## src/rtl/ssf_io_host_if.sv

```systemverilog
// Host/processor I/O bundle for ssf_io_host: processor strobes and data,
// host write stream (s_*) and host read stream (m_*).
// The slave modport is the view taken by ssf_io_host itself.
interface ssf_io_host_if #(
    parameter int NUBITS = 32,
    parameter int NUIOIN = 2,
    parameter int NUIOOU = 2
);
    localparam int SPW = (NUIOIN > 1) ? $clog2(NUIOIN) : 1;
    localparam int MPW = (NUIOOU > 1) ? $clog2(NUIOOU) : 1;

    logic [NUIOIN-1:0] req_in;
    logic [NUBITS-1:0] io_in;
    logic [NUIOOU-1:0] out_en;
    logic [NUBITS-1:0] io_out;

    logic [NUBITS-1:0] s_data;
    logic [SPW-1:0]    s_port;
    logic              s_valid;
    logic              s_ready;

    logic [NUBITS-1:0] m_data;
    logic [MPW-1:0]    m_port;
    logic              m_valid;
    logic              m_ready;

    modport slave (
        input  req_in, out_en, io_out, s_data, s_port, s_valid, m_ready,
        output io_in, s_ready, m_data, m_port, m_valid
    );

    modport master (
        output req_in, out_en, io_out, s_data, s_port, s_valid, m_ready,
        input  io_in, s_ready, m_data, m_port, m_valid
    );
endinterface

```

## src/rtl/ssf_io_host.sv

```systemverilog
// Host-side endpoint of the ssf processor I/O protocol.
// One FIFO per processor input port (filled from the host write stream,
// drained by req_in strobes) and one shared, port-tagged output FIFO
// (filled by out_en strobes, drained by the host read stream).
// Optional macro SSF_IO_STATUS_EN adds sticky underflow/overflow flags and
// per-port input FIFO occupancy outputs.
module ssf_io_host #(
    parameter int NUBITS = 32,
    parameter int NUIOIN = 2,
    parameter int NUIOOU = 2,
    parameter int FDEPTH = 16
) (
    input  logic clk,
    input  logic rst,
    ssf_io_host_if.slave io
`ifdef SSF_IO_STATUS_EN
    ,
    output logic [NUIOIN-1:0]                      underflow,
    output logic                                   overflow,
    output logic [NUIOIN*($clog2(FDEPTH)+1)-1:0]   in_level
`endif
);
    localparam int AW  = $clog2(FDEPTH);
    localparam int PW  = AW + 1;
    localparam int SPW = (NUIOIN > 1) ? $clog2(NUIOIN) : 1;
    localparam int MPW = (NUIOOU > 1) ? $clog2(NUIOOU) : 1;

    // ---------------- input FIFOs ----------------
    logic [NUBITS-1:0] in_mem [NUIOIN][FDEPTH];
    logic [PW-1:0]     in_wp  [NUIOIN];
    logic [PW-1:0]     in_rp  [NUIOIN];
    logic [NUIOIN-1:0] in_full, in_empty, in_push, in_pop;
    logic              rd_any;
    logic [SPW-1:0]    rd_sel;

    // ---------------- output FIFO ----------------
    logic [MPW+NUBITS-1:0] out_mem [FDEPTH];
    logic [PW-1:0]         out_wp, out_rp;
    logic                  out_full, out_empty, out_push, out_pop;
    logic                  wr_any;
    logic [MPW-1:0]        wr_sel;

    // Full/empty flags from the extra-MSB pointer comparison.
    always_comb begin
        for (int i = 0; i < NUIOIN; i++) begin
            in_empty[i] = (in_wp[i] == in_rp[i]);
            in_full[i]  = (in_wp[i][AW] != in_rp[i][AW]) &&
                          (in_wp[i][AW-1:0] == in_rp[i][AW-1:0]);
        end
        out_empty = (out_wp == out_rp);
        out_full  = (out_wp[AW] != out_rp[AW]) &&
                    (out_wp[AW-1:0] == out_rp[AW-1:0]);
    end

    // Priority-select the lowest set bit of each processor strobe.
    always_comb begin
        // NOTE: every variable gets a default first so no path leaves it unassigned (no latch).
        rd_any = 1'b0;
        rd_sel = '0;
        for (int i = NUIOIN - 1; i >= 0; i--) begin
            if (io.req_in[i]) begin
                rd_any = 1'b1;
                rd_sel = SPW'(i);
            end
        end
        wr_any = 1'b0;
        wr_sel = '0;
        for (int i = NUIOOU - 1; i >= 0; i--) begin
            if (io.out_en[i]) begin
                wr_any = 1'b1;
                wr_sel = MPW'(i);
            end
        end
    end

    // Input side handshake, processor read data and per-port push/pop.
    always_comb begin
        io.s_ready = 1'b0;
        io.io_in   = '0;
        in_push    = '0;
        in_pop     = '0;
        for (int i = 0; i < NUIOIN; i++) begin
            // Ports beyond NUIOIN never match, so they leave s_ready low.
            if (io.s_port == SPW'(i)) begin
                io.s_ready = !in_full[i];
                in_push[i] = io.s_valid && !in_full[i];
            end
            // An empty selected FIFO returns zero and does not pop.
            if (rd_any && (rd_sel == SPW'(i)) && !in_empty[i]) begin
                io.io_in  = in_mem[i][in_rp[i][AW-1:0]];
                in_pop[i] = 1'b1;
            end
        end
    end

    // Output side push/pop; a full FIFO accepts a push only while it pops.
    always_comb begin
        out_pop    = !out_empty && io.m_ready;
        out_push   = wr_any && (!out_full || out_pop);
        io.m_valid = !out_empty;
        if (!out_empty) begin
            {io.m_port, io.m_data} = out_mem[out_rp[AW-1:0]];
        end else begin
            io.m_port = '0;
            io.m_data = '0;
        end
    end

    // Word storage for all FIFOs.
    // NOTE: storage is not reset; the cleared pointers make stale words unreachable.
    always_ff @(posedge clk) begin
        for (int i = 0; i < NUIOIN; i++) begin
            if (in_push[i]) begin
                in_mem[i][in_wp[i][AW-1:0]] <= io.s_data;
            end
        end
        if (out_push) begin
            out_mem[out_wp[AW-1:0]] <= {wr_sel, io.io_out};
        end
    end

    // Pointer registers; reset empties every FIFO and ignores coincident strobes.
    always_ff @(posedge clk) begin
        // NOTE: sequential state uses non-blocking assignments so all registers update together.
        if (rst) begin
            for (int i = 0; i < NUIOIN; i++) begin
                in_wp[i] <= '0;
                in_rp[i] <= '0;
            end
            out_wp <= '0;
            out_rp <= '0;
        end else begin
            for (int i = 0; i < NUIOIN; i++) begin
                if (in_push[i]) in_wp[i] <= in_wp[i] + PW'(1);
                if (in_pop[i])  in_rp[i] <= in_rp[i] + PW'(1);
            end
            if (out_push) out_wp <= out_wp + PW'(1);
            if (out_pop)  out_rp <= out_rp + PW'(1);
        end
    end

`ifdef SSF_IO_STATUS_EN
    // Sticky event flags: underflow per input port, overflow on a dropped word.
    always_ff @(posedge clk) begin
        if (rst) begin
            underflow <= '0;
            overflow  <= 1'b0;
        end else begin
            for (int i = 0; i < NUIOIN; i++) begin
                if (rd_any && (rd_sel == SPW'(i)) && in_empty[i]) begin
                    underflow[i] <= 1'b1;
                end
            end
            if (wr_any && out_full && !out_pop) begin
                overflow <= 1'b1;
            end
        end
    end

    // Occupancy of each input FIFO, port 0 in the LSBs.
    always_comb begin
        in_level = '0;
        for (int i = 0; i < NUIOIN; i++) begin
            in_level[i*PW +: PW] = in_wp[i] - in_rp[i];
        end
    end
`endif

endmodule

```

## src/flat_wrapper.sv

```systemverilog
// flat-port wrapper written by rule: the top's interface ports become plain ports
module ssf_io_host_flat 
#(
    parameter int NUBITS = 32,
    parameter int NUIOIN = 2,
    parameter int NUIOOU = 2,
    parameter int FDEPTH = 16
)
  (clk, rst, io_req_in, io_out_en, io_io_out, io_s_data, io_s_port, io_s_valid, io_m_ready, io_io_in, io_s_ready, io_m_data, io_m_port, io_m_valid);
  ssf_io_host_if #(.NUBITS(NUBITS), .NUIOIN(NUIOIN), .NUIOOU(NUIOOU)) io_i ();
  input  logic clk;
  input  logic rst;
  input wire logic [$bits(io_i.req_in)-1:0] io_req_in;
  input wire logic [$bits(io_i.out_en)-1:0] io_out_en;
  input wire logic [$bits(io_i.io_out)-1:0] io_io_out;
  input wire logic [$bits(io_i.s_data)-1:0] io_s_data;
  input wire logic [$bits(io_i.s_port)-1:0] io_s_port;
  input wire logic [$bits(io_i.s_valid)-1:0] io_s_valid;
  input wire logic [$bits(io_i.m_ready)-1:0] io_m_ready;
  output wire logic [$bits(io_i.io_in)-1:0] io_io_in;
  output wire logic [$bits(io_i.s_ready)-1:0] io_s_ready;
  output wire logic [$bits(io_i.m_data)-1:0] io_m_data;
  output wire logic [$bits(io_i.m_port)-1:0] io_m_port;
  output wire logic [$bits(io_i.m_valid)-1:0] io_m_valid;
  assign io_i.req_in = io_req_in;
  assign io_i.out_en = io_out_en;
  assign io_i.io_out = io_io_out;
  assign io_i.s_data = io_s_data;
  assign io_i.s_port = io_s_port;
  assign io_i.s_valid = io_s_valid;
  assign io_i.m_ready = io_m_ready;
  assign io_io_in = io_i.io_in;
  assign io_s_ready = io_i.s_ready;
  assign io_m_data = io_i.m_data;
  assign io_m_port = io_i.m_port;
  assign io_m_valid = io_i.m_valid;
  ssf_io_host #(.NUBITS(NUBITS), .NUIOIN(NUIOIN), .NUIOOU(NUIOOU), .FDEPTH(FDEPTH)) u_core (.clk(clk), .rst(rst), .io(io_i));
endmodule
```

## config.mk

```make
export PLATFORM = sky130hd
export DESIGN_NAME = ssf_io_host_flat
export DESIGN_NICKNAME = d
export VERILOG_FILES = /design/src/rtl/ssf_io_host_if.sv /design/src/rtl/ssf_io_host.sv /design/src/flat_wrapper.sv
export SDC_FILE = /design/constraint.sdc
export NUM_CORES = 2
export LEC_CHECK = 0
export CAP_MARGIN = 10
export CORE_MARGIN = 8
export CORE_UTILIZATION = 29
export CTS_BUF_LIST = sky130_fd_sc_hd__clkbuf_2
export DETAILED_ROUTE_END_ITERATION = 10
export GPL_TIMING_DRIVEN = 0
export SYNTH_ARGS = -nofsm -noshare
export SYNTH_HDL_FRONTEND = slang
export SYNTH_SLANG_ARGS = --single-unit
```

## constraint.sdc

```tcl
create_clock -name clk -period 3.88 [get_ports clk]
set_input_delay 0.776 -clock clk [delete_from_list [all_inputs] [get_ports clk]]
set_output_delay 0.776 -clock clk [all_outputs]
set_load 0.02 [all_outputs]
```

=== After elaboration in Yosys (flattened, before gate mapping) ===
Memories as Yosys holds them, arrays and structs flattened. A register that Yosys moved wholly into a read port is not among the register bits.
Index checks and enable logic that the tools add are counted.

* Input port bits: 73
* Word-level logic and storage cells: 109
* Memory bits (writable): 1572
* Memories: 4
* Flip-flop bits (word level): 10

{| class="wikitable"
|+ Memory list
! name !! depth !! width !! read ports !! clocked after Yosys merged registers in !! wr ports !! line !! text
|-
| u_core.in_mem || 2 || 512 || 2 || 0 || 1 || ssf_io_host.sv:29 || <nowiki>logic [NUBITS-1:0] in_mem [NUIOIN][FDEPTH];</nowiki>
|-
| u_core.out_mem || 16 || 33 || 1 || 1 || 1 || ssf_io_host.sv:37 || <nowiki>logic [MPW+NUBITS-1:0] out_mem [FDEPTH];</nowiki>
|-
| u_core.in_rp || 2 || 5 || 2 || 0 || 2 || ssf_io_host.sv:31 || <nowiki>logic [PW-1:0] in_rp [NUIOIN];</nowiki>
|-
| u_core.in_wp || 2 || 5 || 2 || 0 || 2 || ssf_io_host.sv:30 || <nowiki>logic [PW-1:0] in_wp [NUIOIN];</nowiki>
|}

* Eq/ne operators: 9
* $add $sub $neg: 6
* Reduce and logical (&&, ||, !) cells: 21
* Multiplexer cells: 52
* Bitwise logic cells: 9
* Order comparisons: 6

{| class="wikitable"
|+ Operator list
! operator !! count
|-
| $mux 512 || 4
|-
| $reduce_or 512->1 || 1
|-
| $mux 32 || 9
|-
| $bmux 32 s4 || 2
|-
| $demux 32 s4 || 2
|-
| $add 5x1->5 const B || 6
|-
| $mux 1 || 29
|-
| $ge 5x5->1 const B || 4
|-
| $mux 5 || 4
|-
| $not 4->5 || 4
|-
| $eq 5x5->1 || 3
|-
| $logic_and 1x1->1 || 13
|-
| $eq 4x4->1 || 3
|-
| $lt 5x1->1 const B || 2
|-
| $mux 4 || 2
|-
| $logic_not 1->1 || 6
|-
| $or 1x1->1 || 4
|-
| $ne 1x1->1 || 3
|-
| $logic_or 1x1->1 || 1
|-
| $not 1->1 || 1
|}

=== Depth between registers and ports, before layout ===
* Depth after elaboration: 10
* Mapped depth: 8
* Depth with buffers taken out: 5

=== Worst setup path after synthesis ===
No wires, ideal clock.

* Path kind: input port to flip-flop
* From: input port io_m_ready
* To: memory u_core.out_mem[0][0] (netlist bit), enable pin
* Slack: -0.254 ns
* Library setup time: 0.464 ns
* Cell stages on the path: 4
* Arrival time: 3.670 ns
* Buffers on the path: 0
* Cell sequence: nor2_1 a21oi_1 nand2_1 nor3_1

* Cells in the longest elaborated chain, start to end: 5

{| class="wikitable"
|+ RTL lines
! element !! line !! text
|-
| start: declaration || flat_wrapper.sv:19 || <nowiki>input wire logic [$bits(io_i.m_ready)-1:0] io_m_ready;</nowiki>
|-
| $logic_and 1x1->1 || ssf_io_host.sv:98 || <nowiki>out_pop = !out_empty && io.m_ready;</nowiki>
|-
| $logic_or 1x1->1 || ssf_io_host.sv:99 || <nowiki>out_push = wr_any && (!out_full || out_pop);</nowiki>
|-
| $logic_and 1x1->1 || ssf_io_host.sv:99 ||
|-
| $mux 1 || ssf_io_host.sv:117 || <nowiki>if (out_push) begin</nowiki>
|-
| $mux 1 (not written as such) || ssf_io_host.sv:118 || <nowiki>out_mem[out_wp[AW-1:0]] <= {wr_sel, io.io_out};</nowiki>
|-
| end: declaration || ssf_io_host.sv:37 ||
|}

No other way between the ends.

==> results <==
- Using the TritonRoute via totals, the vias-per-cell ratio works out to 4.76.
- The checks that failed: setup timing.
- The power share of the combinational group is 20.7%.
- Sorting the synthesized cells by area gives the leading types as edfxtp_1 (77%), mux4_2 (11%), mux2i_1 (3.9%), a22oi_1 (1.5%), a211oi_1 (0.98%).
- The class of the most critical setup path is register to output port.
- After layout, the design draws a total of between 30 and 40 mW.
- The slack of the critical path is -0.926 ns.
- The smallest clock period supported by the final layout is computed as around 4.8 ns.
- For this block, the initial DRC count from the detailed router was a little over 3,000.
- The largest fanout on the critical path is 10.
- Clock-pin slew was measured on the worst setup and hold paths at 0.12 ns.
- The detail route stage leaves a number of antenna-violating nets equal to 0.
- The deepest level of the CTS H-tree is 5.
- The post-synthesis net count is a little under 3,000.
- The leakage power of the design is around 24 nW.
- The final cycle utilization of the critical path is 124%.
- The first global-routing pass estimated between 200,000 and 250,000 um of wire.
- Of all flip-flops after synthesis, the portion carrying an async set or reset was 0%.
- The number of register bits inferred by synthesis is between 1,500 and 2,000.
- The required arrival time at the worst endpoint is approximately 3.1 ns.
- The net switching power of the design is 10.5 mW.
- The most common cell in the synthesized netlist is edfxtp_1.
- The half-perimeter wire length after detailed placement is roughly 94,000 um.
- The layout overhead on the synthesized area is 22.7%.
- The final count of hold timing violations was 0.
- The kind of capture point of the worst setup path is an output port.
- The average instance in the mapped netlist occupies roughly 21 sq um.
- Ranked by instance count, the synthesized netlist is headed by edfxtp_1 (1,572), mux4_2 (305), mux2i_1 (243).
- The worst hold-check slack is ~0.12 ns.
- Counting every instance in the synthesized netlist gives approximately 2,900.
- In the final routed layout, each cell accounts on average for 23.1 um.
- The count of yosys warnings during synthesis is 0.
- The worst pin sits at a relative slew slack of roughly 18%.
- The flow ran to the end, but the final reports show violations.
- The root buffer cell chosen for the clock tree is clkbuf_2.
- The number of different library cells in the post-synthesis netlist is 46.
- The floorplan row count is around 170.
- The most used flip-flop cell after synthesis is edfxtp_1.
- The max-capacitance violation count is 0.
- The first detailed-routing pass took 5 iterations.
- The type of the tightest min-delay check is input pin to register.
- The total track usage is 12.9%.
- The maximum clock frequency is 208 MHz.
- The core region is 0.212 sq mm.
- Buffers placed on the I/O ports in this run total 139.
- The starting utilization of the core area is between 20 and 30%.
- The routed design has 154,000 um of wire.
- The global-route congestion overflow total is 0.
- The largest net degree at the start of global routing is 33.
- VDD sags by at most between 0.4 and 0.5 mV.
- The number of clock buffers inserted by TritonCTS is about 390.
- The internal power summed over all cells is roughly 27 mW.
- edfxtp_1 takes more of the synthesized area than any other cell.
- Setup total negative slack on the finished layout was measured at -48.55 ns.
- The area enclosed by the die boundary is 0.227 sq mm.
- Of the cells placed in the final design, the portion with a size suffix greater than 1 is between 40% and 50%.
- For the worst-skew pair, the clock arrives at the later sink with an insertion delay of about 1.8 ns.
- The number of global-route vias before repair came to ~33,000.
- The part of the total power dissipated in the clock network is between 20 and 30%.
- Measured along the x axis, the die boundary spans about 480 um.
- The transition time of the tightest slew-check pin is ~1.2 ns.
- The synthesized netlist occupies a cell area of between 0.06 and 0.07 sq mm.
- The clock sink count is ~1,600.
- Sequential elements use between 70 and 80% of the synthesized area.
- The clock tree from TritonCTS is yes.
- The number of failing setup endpoints in the final timing report is 67.
- The fraction of synthesized cell area taken by the top area cell type is between 70% and 80%.
- The congestion estimate from routability-driven global placement came to about 0.77.
- The floorplan step set the die height to ~480 um.
- In this run the power density over the cells is just under 500 mW/mm^2.
- The remaining design rule violation count is 0.
- The number of flops mapped to enable cells by yosys is 1,572.
- Pin placement for this block handled 140 I/O pins.
- The buffer depth of the longest clock path is 4.
- Summing over every cut layer, the via total after detailed routing is between 30,000 and 40,000.
- The max-slew violation count is 0.
- The final core utilization is a little over a third.
- The sequential power share is 51.6%.
- The worst setup path is launched from a register.
- Of the total power, the share spent switching nets is between 20 and 30%.
- The number of antenna violations at the first check in global routing is 14.
- Setup repair after global routing could not meet its margin everywhere.
- The final worst clock skew is ~0.2 ns.
- The final-stage net count is around 3,700.
- The worst path arrival time is 4.03 ns.
==> critical path, cell delays in order (launching register included) <==
cell,delay [ns]
edfxtp_1,0.43
buf_12,0.17
buf_12,0.16
buf_12,0.16
mux4_2,0.54
a22oi_2,0.24
a21oi_4,0.13
a21o_1,0.23
buf_6,0.15
==> timing repair <==
action	CTS	global route
hold endpoints to repair	560	545
setup endpoints to repair	67	67
pin swaps	63	91
gates cloned	4	9
setup buffers	40	41
gates resized for setup	763	291
hold buffers	39	20
==> layer usage <==
| layer | vias to the layer above | wire [um] | global-route usage (%) |
|---|---|---|---|
| met5 | - | 33 | 0 |
| met4 | 6 | 2870 | 3.67 |
| met3 | 244 | 10700 | 2.95 |
| met2 | 1234 | 73900 | 20.6 |
| met1 | 16700 | 66900 | 17.6 |
| li1 | 13700 | - | - |
==> state kept, by name (all words and copies together), names as in the netlist, named ones only <==
name / flops
u_core.in_rp: 10
u_core.out_rp: 5
u_core.in_mem: 1024
u_core.out_wp: 5
u_core.out_mem: 528
u_core.in_wp: 10
==> power by group through the flow <==
stage	registers, mW	clock network [mW]	logic [mW]
2_1_floorplan	19.6	0	3.38
3_3_place_gp	19.6	0	5.51
3_5_place_dp	19.6	0	5.63
4_1_cts	19.2	10.7	6.88
5_1_grt	19.2	11.5	8.12
6_report	19.2	10.3	7.73
==> logic make-up (layout without fill, tap and decap cells) <==
group / Yosys count / in the layout / share of synthesized area [%]
compound gates: 336 / 336 / 3.86
xor+xnor: 36 / 36 / 0.512
fa+ha+maj: 15 / 15 / 0.305
buf+inv: 182 / 1156 / 1.56
flops: 1586 / 1586 / 77.1
mux: 548 / 548 / 15.1
other cells: 0 / 19 / 0
simple gates: 177 / 177 / 1.54
==> per-stage QoR <==
| stage | setup slack (ns) | std cells | instance area, sq um |
|---|---|---|---|
| global route | -1.16 | 6688 | 75500 |
| global placement | -3.89 | 5840 | 66500 |
| detailed placement | -0.923 | 5901 | 67700 |
| finish | -0.926 | 6694 | 75500 |
| floorplan | -0.254 | 2880 | 61600 |
| CTS | -1.20 | 6594 | 73400 |
==> cells in the final DEF (no fill, tap or decap), types with 24 or more instances in the layout <==
cell type	Yosys	final
a211oi_2	0	46
a211oi_4	0	31
a21o_1	30	30
a21oi_1	77	40
a21oi_2	2	33
a22oi_1	122	69
a22oi_2	0	53
and3_2	0	24
buf_12	0	87
buf_4	27	91
buf_6	11	99
buf_8	0	29
clkbuf_2	0	554
clkdlybuf4s50_1	0	70
clkinv_1	0	66
dlygate4sd3_1	0	59
edfxtp_1	1572	1572
mux2i_1	243	212
mux4_2	305	305
nor2_1	46	33
==> final timing paths <==
kind,start,to,slack [ns],cells after the start
worst max-delay path,u_core.in_rp[0][0],io_io_in[13],-0.93,8
worst max register to register,u_core.out_wp[3],u_core.out_mem[2][8],0.50,9
worst min register to register,u_core.out_rp[4],u_core.out_rp[4],0.59,2
worst min-delay path,io_s_data[3],u_core.in_mem[0][579],0.12,2
==> layout make-up <==
class	instances	area (sq um)
well taps	2821	3530
inverters	15	58.8
diodes	19	47.5
clock inverters	79	413
plain buffers	161	1810
flip-flops and latches	1586	47500
multi-input cells	1112	14900
fillers	19600	136000
repair buffers	368	4660
clock buffers	533	2670
Power figures use the tool's default switching activity.
